`config.mk`:
```
export PLATFORM = sky130hd
export DESIGN_NAME = vel_ramp_ctrl
export DESIGN_NICKNAME = d
export VERILOG_FILES = /design/src/rtl/vel_ramp_ctrl.sv
export SDC_FILE = /design/constraint.sdc
export NUM_CORES = 1
export LEC_CHECK = 0
export ABC_CLOCK_PERIOD_IN_PS = 3090
export CAP_MARGIN = 30
export CORE_AREA = 2 2 78 80
export DETAILED_ROUTE_END_ITERATION = 16
export DIE_AREA = 0 0 80 82
export GPL_TIMING_DRIVEN = 1
export PLACE_DENSITY_LB_ADDON = 0.1
export SETUP_SLACK_MARGIN = 0.1
export SLEW_MARGIN = 20
export SYNTH_ARGS = -nofsm -noshare
export SYNTH_HDL_FRONTEND = slang
export SYNTH_SLANG_ARGS = --single-unit
```
`constraint.sdc`:
```
create_clock -name clk_i -period 3.09 [get_ports clk_i]
set_clock_uncertainty 0.05 [all_clocks]
set_input_delay 0.309 -clock clk_i [delete_from_list [all_inputs] [get_ports clk_i]]
set_output_delay 0.309 -clock clk_i [all_outputs]
set_load 0.005 [all_outputs]
```
`src/rtl/vel_ramp_ctrl.sv`:
```
// vel_ramp_ctrl: stepped speed ramp with brake and dead-time
// on direction reversal, plus emergency stop.
module vel_ramp_ctrl #(
  parameter int unsigned STEP_CYCLES = 50000,
  parameter int unsigned DEAD_CYCLES = 25000
) (
  input  logic       clk_i,
  input  logic       rst_ni,
  input  logic       cmd_valid_i,
  input  logic [2:0] cmd_vel_i,
  input  logic       cmd_dir_i,
  output logic       cmd_ready_o,
  input  logic       estop_i,
  output logic [2:0] velCase_o,
  output logic       dir_o,
  output logic       done_o
);

  localparam logic [15:0] STEP_LAST = 16'(STEP_CYCLES - 1);
  localparam logic [15:0] DEAD_LAST = 16'(DEAD_CYCLES - 1);

  typedef enum logic [2:0] {
    IDLE,
    RAMP,
    BRAKE,
    DEAD,
    ESTOP
  } state_e;

  state_e      state_q, state_d;
  logic [2:0]  vel_q, vel_d;
  logic        dir_q, dir_d;
  logic        done_q, done_d;
  logic [15:0] tmr_q, tmr_d;
  logic [15:0] dcnt_q, dcnt_d;
  logic [2:0]  tgt_q, tgt_d;
  logic        ldir_q, ldir_d;
  logic [2:0]  tgt_in;
  logic [2:0]  vel_step;

  assign tgt_in   = (cmd_vel_i > 3'd5) ? 3'd5 : cmd_vel_i;
  assign vel_step = (vel_q < tgt_q) ? vel_q + 3'd1
                                    : vel_q - 3'd1;

  assign cmd_ready_o = (state_q == IDLE) && !estop_i;
  assign velCase_o   = vel_q;
  assign dir_o       = dir_q;
  assign done_o      = done_q;

  // State and datapath registers
  always_ff @(posedge clk_i or negedge rst_ni) begin
    if (!rst_ni) begin
      state_q <= IDLE;
      vel_q   <= 3'd0;
      dir_q   <= 1'b0;
      done_q  <= 1'b0;
      tmr_q   <= 16'd0;
      dcnt_q  <= 16'd0;
      tgt_q   <= 3'd0;
      ldir_q  <= 1'b0;
    end else begin
      state_q <= state_d;
      vel_q   <= vel_d;
      dir_q   <= dir_d;
      done_q  <= done_d;
      tmr_q   <= tmr_d;
      dcnt_q  <= dcnt_d;
      tgt_q   <= tgt_d;
      ldir_q  <= ldir_d;
    end
  end

  // Next-state logic; estop overrides everything
  always_comb begin
    state_d = state_q;
    vel_d   = vel_q;
    dir_d   = dir_q;
    done_d  = 1'b0;
    tmr_d   = tmr_q;
    dcnt_d  = dcnt_q;
    tgt_d   = tgt_q;
    ldir_d  = ldir_q;
    if (estop_i) begin
      state_d = ESTOP;
      vel_d   = 3'd0;
      tmr_d   = 16'd0;
      dcnt_d  = 16'd0;
    end else begin
      unique case (state_q)
        IDLE: begin
          if (cmd_valid_i) begin
            tgt_d  = tgt_in;
            ldir_d = cmd_dir_i;
            tmr_d  = 16'd0;
            dcnt_d = 16'd0;
            if (cmd_dir_i == dir_q) begin
              if (tgt_in == vel_q) done_d = 1'b1;
              else state_d = RAMP;
            end else if (vel_q != 3'd0) begin
              state_d = BRAKE;
            end else begin
              state_d = DEAD;
            end
          end
        end
        RAMP: begin
          if (tmr_q == STEP_LAST) begin
            tmr_d = 16'd0;
            vel_d = vel_step;
            if (vel_step == tgt_q) begin
              state_d = IDLE;
              done_d  = 1'b1;
            end
          end else begin
            tmr_d = tmr_q + 16'd1;
          end
        end
        BRAKE: begin
          if (tmr_q == STEP_LAST) begin
            tmr_d = 16'd0;
            vel_d = vel_q - 3'd1;
            if (vel_q == 3'd1) begin
              state_d = DEAD;
              dcnt_d  = 16'd0;
            end
          end else begin
            tmr_d = tmr_q + 16'd1;
          end
        end
        DEAD: begin
          if (dcnt_q == DEAD_LAST) begin
            dcnt_d = 16'd0;
            dir_d  = ldir_q;
            if (tgt_q == 3'd0) begin
              state_d = IDLE;
              done_d  = 1'b1;
            end else begin
              state_d = RAMP;
              tmr_d   = 16'd0;
            end
          end else begin
            dcnt_d = dcnt_q + 16'd1;
          end
        end
        ESTOP: state_d = IDLE;
        default: state_d = IDLE;
      endcase
    end
  end

endmodule

```
==> summary.md, run 1 <==
| Metric | Value |
|---|---|
| Post-synth EDFFs | `0` |
| Router iterations before antenna repair | `4` |
| Critical Path AT | `2740 ps` |
| Final GP Congestion | `0.862` |
| # setup viols final | `0` |
| Post-Synthesis Cells | `301` |
| Layout Nets | `334` |
| Die width | `80 um` |
| Diode count | `0` |
| CTS tree | `yes` |
| CP Launch Type | `flop` |
| Largest net degree at the start of global routing | `30` |
| Tmin final | `2590 ps` |
| Vias per cell | `6.00` |
| Fraction of registers with async set/reset | `1.00` |
| DR WL/cell | `16.1 um` |
| Synthesized Nets | `318` |
| Worst-Skew Late Latency | `300 ps` |
| Final wirelength | `6310 um` |
| Root Buffer | `clkbuf_8` |
| Num rows | `28` |
| WS Path Type | `flop to flop` |
| Clock sinks | `44` |
| Reg2reg end | `dcnt_q[4]` |
| Setup TNS | `0 ps` |
| Grt ovf | `0` |
| Hold Path Class | `input pin to asynchronous set/reset pin` |
| Vias in the first global route | `2,204` |
| Clock-pin slew on the worst setup and hold paths | `90 ps` |
| Number of synthesized register bits | `44` |
| Layout area overhead | `12.3%` |
| Max Clk Rate | `385 MHz` |
| H-tree lvl count | `2` |
| Final WS setup | `495 ps` |
| Reg2Reg Depth | `7` |
| Yosys warnings | `0` |
| Global-route wire length before repair | `10,800 um` |
| CTS buffer count | `5` |
| CP required | `3240 ps` |
| Maximum Capacitance Violations | `0` |
| Vias after detailed routing | `2,358` |
| Ratio of cells with drive above 1 in the final layout | `0.101` |
| Post-Syn Area per Cell | `9.29 um2` |
| Crit-path max FO | `17` |
| Clock tree buffer depth | `2` |
| # IOs | `14` |
| Status | `completed` |
| Reg2reg setup slack | `500 ps` |
| DP Worst Slack | `503 ps` |
| Starting Density | `0.486` |
| Hold Fails Final Rpt | `0` |
| Pwr per Cell Area | `378 nW/um2` |
| PortBufs | `13` |
| Peak supply drop | `0.209 mV` |
| Yosys cell types | `51` |
| Core footprint | `5750 um2` |
| GRT Total Usage | `0.210` |
| Hold_ws | `404 ps` |
| Top cells by area, synth | `dfrtp_1 (39%), ha_1 (4.0%), a22o_1 (3.4%)` |
| Post-synth top area share | `0.394` |
| Slew Limit Fails | `0` |
| Ys flop type | `dfrtp_1` |
| Leakage | `1.39 nW` |
| Seq/Total Area, Yosys | `0.394` |
| Chip height | `82 um` |
| Remaining antenna violation count after routing | `0` |
| Final Cycle Share | `0.840` |
| Initial antenna violation count | `0` |
| Slew @ Worst Pin | `571 ps` |
| Starting DRT DRC Count | `111` |
| Die Footprint | `6560 um2` |
| Post-synth top area cell | `dfrtp_1` |
| Drt drc | `0` |
| Reg-to-reg startpoint | `dcnt_q[0]` |
| Max_slew headroom | `0.616` |
| Crit. End Element | `flop` |
| Postcts setup bufs | `0` |
| Post-Syn Area | `2800 um2` |
| Hpwl dp | `4470 um` |
| RSZ-0062 raised after global routing | `false` |
==> state kept, by name, indices dropped and copies added (netlist names) <==
| signal | cells |
|---|---|
| dcnt_q | 16 |
| tmr_q | 16 |
| state_q | 3 |
| tgt_q | 3 |
| velCase_o | 3 |
| dir_o | 1 |
| done_o | 1 |
| ldir_q | 1 |
==> where the power goes <==
part | internal, W | switching, W | total [W]
clock | 0.000182 | 0.000209 | 0.000391
sequential | 0.000592 | 0.0000221 | 0.000614
combinational | 0.0000798 | 0.000102 | 0.000182
==> logic make-up (layout without fill, tap and decap cells) <==
kind of cell / count (synthesis) / after routing / share of synthesized area
flip-flops: 44 / 44 / 0.394
multiplexers: 12 / 12 / 0.0448
adder cells (fa/ha/maj): 9 / 9 / 0.0403
XOR/XNOR: 14 / 14 / 0.0439
AND/OR/NAND/NOR: 124 / 124 / 0.254
buffers and inverters: 22 / 39 / 0.0318
AO/OA/AOI/OAI: 76 / 76 / 0.192
==> placed cells by master (no fill, tap or decap), types with 11 or more instances in the layout <==
cell             Yosys  final
a22o_1              11     11
nor3_1              12     12
clkdlybuf4s50_1      0     12
nand2_1             23     23
o21ai_0             15     15
dfrtp_1             44     44
nand3_1             18     18
nor2_1              16     16
nand4_1             11     11
==> critical path: stages (launching register included) <==
cell and delay, ps:
dfrtp_1 410, ha_1 230, or4b_1 500, nor4_4 470
nor2_2 90, buf_4 210, a211o_1 300, a22o_1 220
==> worst max-delay path by stage <==
stage | slack, ps | start | depth (start not counted) | end
final | 500 | dcnt_q[0] | 7 | dcnt_q[4]
after global routing | 300 | dcnt_q[0] | 7 | dcnt_q[4]
after CTS | 490 | dcnt_q[0] | 7 | dcnt_q[4]
after detailed placement | 500 | dcnt_q[0] | 7 | dcnt_q[4]
after global placement | 560 | estop_i | 6 | dcnt_q[13]
after floorplan | 800 | dcnt_q[0] | 6 | dcnt_q[4]
==> per-stage QoR <==
stage | utilization | instance area, um2 | instances | power, W
floorplan | - | 2800 | 301 | 0.000741
global placement | 0.525 | 3020 | 383 | 0.000800
detailed placement | 0.528 | 3040 | 384 | 0.000806
CTS | 0.546 | 3140 | 393 | 0.00119
global route | 0.546 | 3140 | 393 | 0.00125
finish | 0.546 | 3140 | 393 | 0.00119
==> layer usage <==
metal	GRT usage	wire length [um]	vias up
met2	0.326	2850	46
met1	0.299	3180	1134
li1	-	-	1173
met4	0.0508	57	0
met3	0.0473	219	5
met5	0	0	-
==> cell type report <==
cell class                 count  area (um2)
fill                         550        2610
multi-input combinational    235        1610
sequential                    44        1100
timing repair buffer          23         215
tap                           75        93.8
clock buffer                   7        86.3
inverter                       8        30.0
clock inverter                 1        7.51
==> timing repair <==
action | in CTS | in global routing
endpoints found under the setup margin | 0 | 0
gates resized for setup | 0 | 0
hold buffers | 1 | 0
endpoints found under the hold margin | 15 | 0
==> cell usage after synthesis, types with 4 or more instances <==
master	number
nand2_1	23
inv_1	8
or2_2	6
xnor2_1	8
a31oi_1	5
and4_1	5
mux2_2	4
nand4_1	11
a211oi_1	7
a211o_1	8
dfrtp_1	44
a21oi_1	6
o31ai_1	9
nand3_1	18
o21ai_0	15
clkbuf_1	9
o21ai_1	4
or3_1	4
buf_2	5
ha_1	9
nor3_1	12
a22o_1	11
xor2_1	6
nor2_1	16
mux2i_1	8
Power figures use the tool's default switching activity.
==> inputs of run 2 (changes only) <==
--- a/config.mk
+++ b/config.mk
@@ -5,7 +5,7 @@
 export SDC_FILE = /design/constraint.sdc
 export NUM_CORES = 1
 export LEC_CHECK = 0
-export ABC_CLOCK_PERIOD_IN_PS = 3090
+export ABC_CLOCK_PERIOD_IN_PS = 2400
 export CAP_MARGIN = 30
 export CORE_AREA = 2 2 78 80
 export DETAILED_ROUTE_END_ITERATION = 16
==> constraint.sdc (replaced) <==
create_clock -name clk_i -period 2.4 [get_ports clk_i]
set_clock_uncertainty 0.05 [all_clocks]
set_input_delay 0.24 -clock clk_i [delete_from_list [all_inputs] [get_ports clk_i]]
set_output_delay 0.24 -clock clk_i [all_outputs]
set_load 0.005 [all_outputs]
==> run 2 against run 1 <==
Net effect:
- setup slack lost 340 ps
- critical path depth stayed put
- count of clock-buffer cells in the layout down 1
- via count rose by 4.5%
- cell count increased by 5.3%
- sequential share of layout area decreased by 1.9 points
- register-to-register slack worse by 340 ps
- non-clock buffer count grew 21
- worst hold slack improved by 28 ps
- design area rose by 5.8%
- critical path type unchanged
- critical endpoint is now dcnt_q[3]
- largest power group unchanged
==> summary.md, run 2 (synthesis gave the netlist of run 1 again) <==
| Metric | Value |
|---|---|
| Status | `completed` |
| Crit-path max FO | `12` |
| Core footprint | `5750 um2` |
| Critical Path AT | `2390 ps` |
| Starting DRT DRC Count | `115` |
| CP cell instances | `ha_2, or4b_4, nor4_4, nor2_2, buf_4, a211o_1, a22o_1` |
| Grt ovf | `0` |
| Clock-pin slew on the worst setup and hold paths | `80 ps` |
| Met1 GRT Util | `0.310` |
| Tmin final | `2240 ps` |
| # IOs | `14` |
| GR peak layer | `met2` |
| Final core occ | `0.578` |
| Num rows | `28` |
| Global-route wire length before repair | `11,000 um` |
| Commonest cells after routing, fill and taps aside | `dfrtp_1 (44), buf_4 (27), nand2_1 (23), nand3_1 (18), nor2_1 (16)` |
| Root Buffer | `clkbuf_8` |
| Leakage | `1.51 nW` |
| Pwr per Cell Area | `460 nW/um2` |
| Max_slew headroom | `0.592` |
| Layout area overhead | `18.8%` |
| Fill cells | `523` |
| Die width | `80 um` |
| Hold Fails Final Rpt | `0` |
| Clock sinks | `44` |
| H-tree lvl count | `2` |
| Max Clk Rate | `446 MHz` |
| Ratio of cells with drive above 1 in the final layout | `0.171` |
| CTS tree | `yes` |
| Maximum Capacitance Violations | `0` |
| CP top delay family | `simple AND/OR/NAND/NOR gates` |
| Final wirelength | `6560 um` |
| Slew Limit Fails | `0` |
| Buffers & Inverters on Critical Path | `1` |
| Slowest stage cell, crit path | `or4b_4` |
| Diode count | `0` |
| Worst path max stage delay | `470 ps` |
| Starting Density | `0.486` |
| Clock tree buffer depth | `2` |
| Initial antenna violation count | `0` |
| GRT met2 Usage | `0.333` |
| Vias in the first global route | `2,281` |
| Hold_ws | `433 ps` |
| Remaining antenna violation count after routing | `0` |
| Final GP Congestion | `0.784` |
| Setup TNS | `0 ps` |
| GRT Total Usage | `0.217` |
| Largest net degree at the start of global routing | `27` |
| Hpwl dp | `4750 um` |
| Chip height | `82 um` |
| Largest registers | `dcnt_q: 16 flops, tmr_q: 16 flops` |
| CTS buffer count | `5` |
| Peak supply drop | `0.286 mV` |
| Router iterations before antenna repair | `4` |
| GR Layer Usage met3 | `0.0352` |
| Crit. End Element | `flop` |
| # setup viols final | `0` |
| PortBufs | `13` |
| Drt drc | `0` |
| Hold Path Class | `input pin to asynchronous set/reset pin` |
| CP required | `2540 ps` |
| Layout Nets | `355` |
| RSZ-0062 raised after global routing | `true` |
| CP Launch Type | `flop` |
| DR WL/cell | `15.8 um` |
| Vias per cell | `5.95` |
| Worst-Skew Late Latency | `300 ps` |
| Vias after detailed routing | `2,464` |
| Final Cycle Share | `0.935` |
| Reg2Reg Depth | `7` |
| Slew @ Worst Pin | `612 ps` |
| Commonest non-fill, non-tap cell in the layout | `dfrtp_1` |
| Die Footprint | `6560 um2` |
| WS Path Type | `flop to flop` |
| Crit path depth | `7` |
## run 2: worst paths after layout
check                           startpoint          to  slack [ps]
worst max-delay path             dcnt_q[1]   dcnt_q[3]         160
worst min-delay path                rst_ni    tgt_q[2]         430
worst min register to register      ldir_q       dir_o         460
max in group asynchronous           rst_ni  state_q[0]        1250
min in group clk_i                  ldir_q       dir_o         460
worst max register to register   dcnt_q[1]   dcnt_q[3]         160
## run 2: metrics by stage
stage / worst slack (ps) / cell area, um2 / instances / total power, W
final: 156 / 3320 / 414 / 0.00153
after CTS: 113 / 3290 / 411 / 0.00155
after global routing: 85.8 / 3320 / 414 / 0.00161
after floorplan: 109 / 2800 / 301 / 0.000954
after detailed placement: 132 / 3180 / 402 / 0.00106
after global placement: 187 / 3180 / 402 / 0.00105
## run 2: report_power, final
group | internal (W) | total [W] | switching (W)
combinational | 0.000117 | 0.000259 | 0.000141
clock | 0.000230 | 0.000483 | 0.000253
sequential | 0.000762 | 0.000785 | 0.0000233
## run 2: what timing repair did
| item | in CTS | in global routing |
|---|---|---|
| setup buffers | 0 | 3 |
| setup endpoints to repair | 0 | 26 |
| resized for setup | 0 | 6 |
| hold buffers | 1 | 0 |
| endpoints found under the hold margin | 24 | 0 |
## run 2: final cells by class
class	count	area, um2	share of cell area
clock buffers	6	82.6	0.0249
clock inverters	2	10.0	0.00301
inverters	8	30.0	0.00904
multi-input cells	235	1620	0.486
flip-flops and latches	44	1100	0.331
well taps	75	93.8	0.0282
repair buffers	44	389	0.117
## run 2: routing by layer
layer	wire [um]	vias up	share of wire
met5	0	-	0
met4	123	0	0.019
met3	250	11	0.038
met2	2950	50	0.45
met1	3230	1188	0.49
li1	-	1215	-
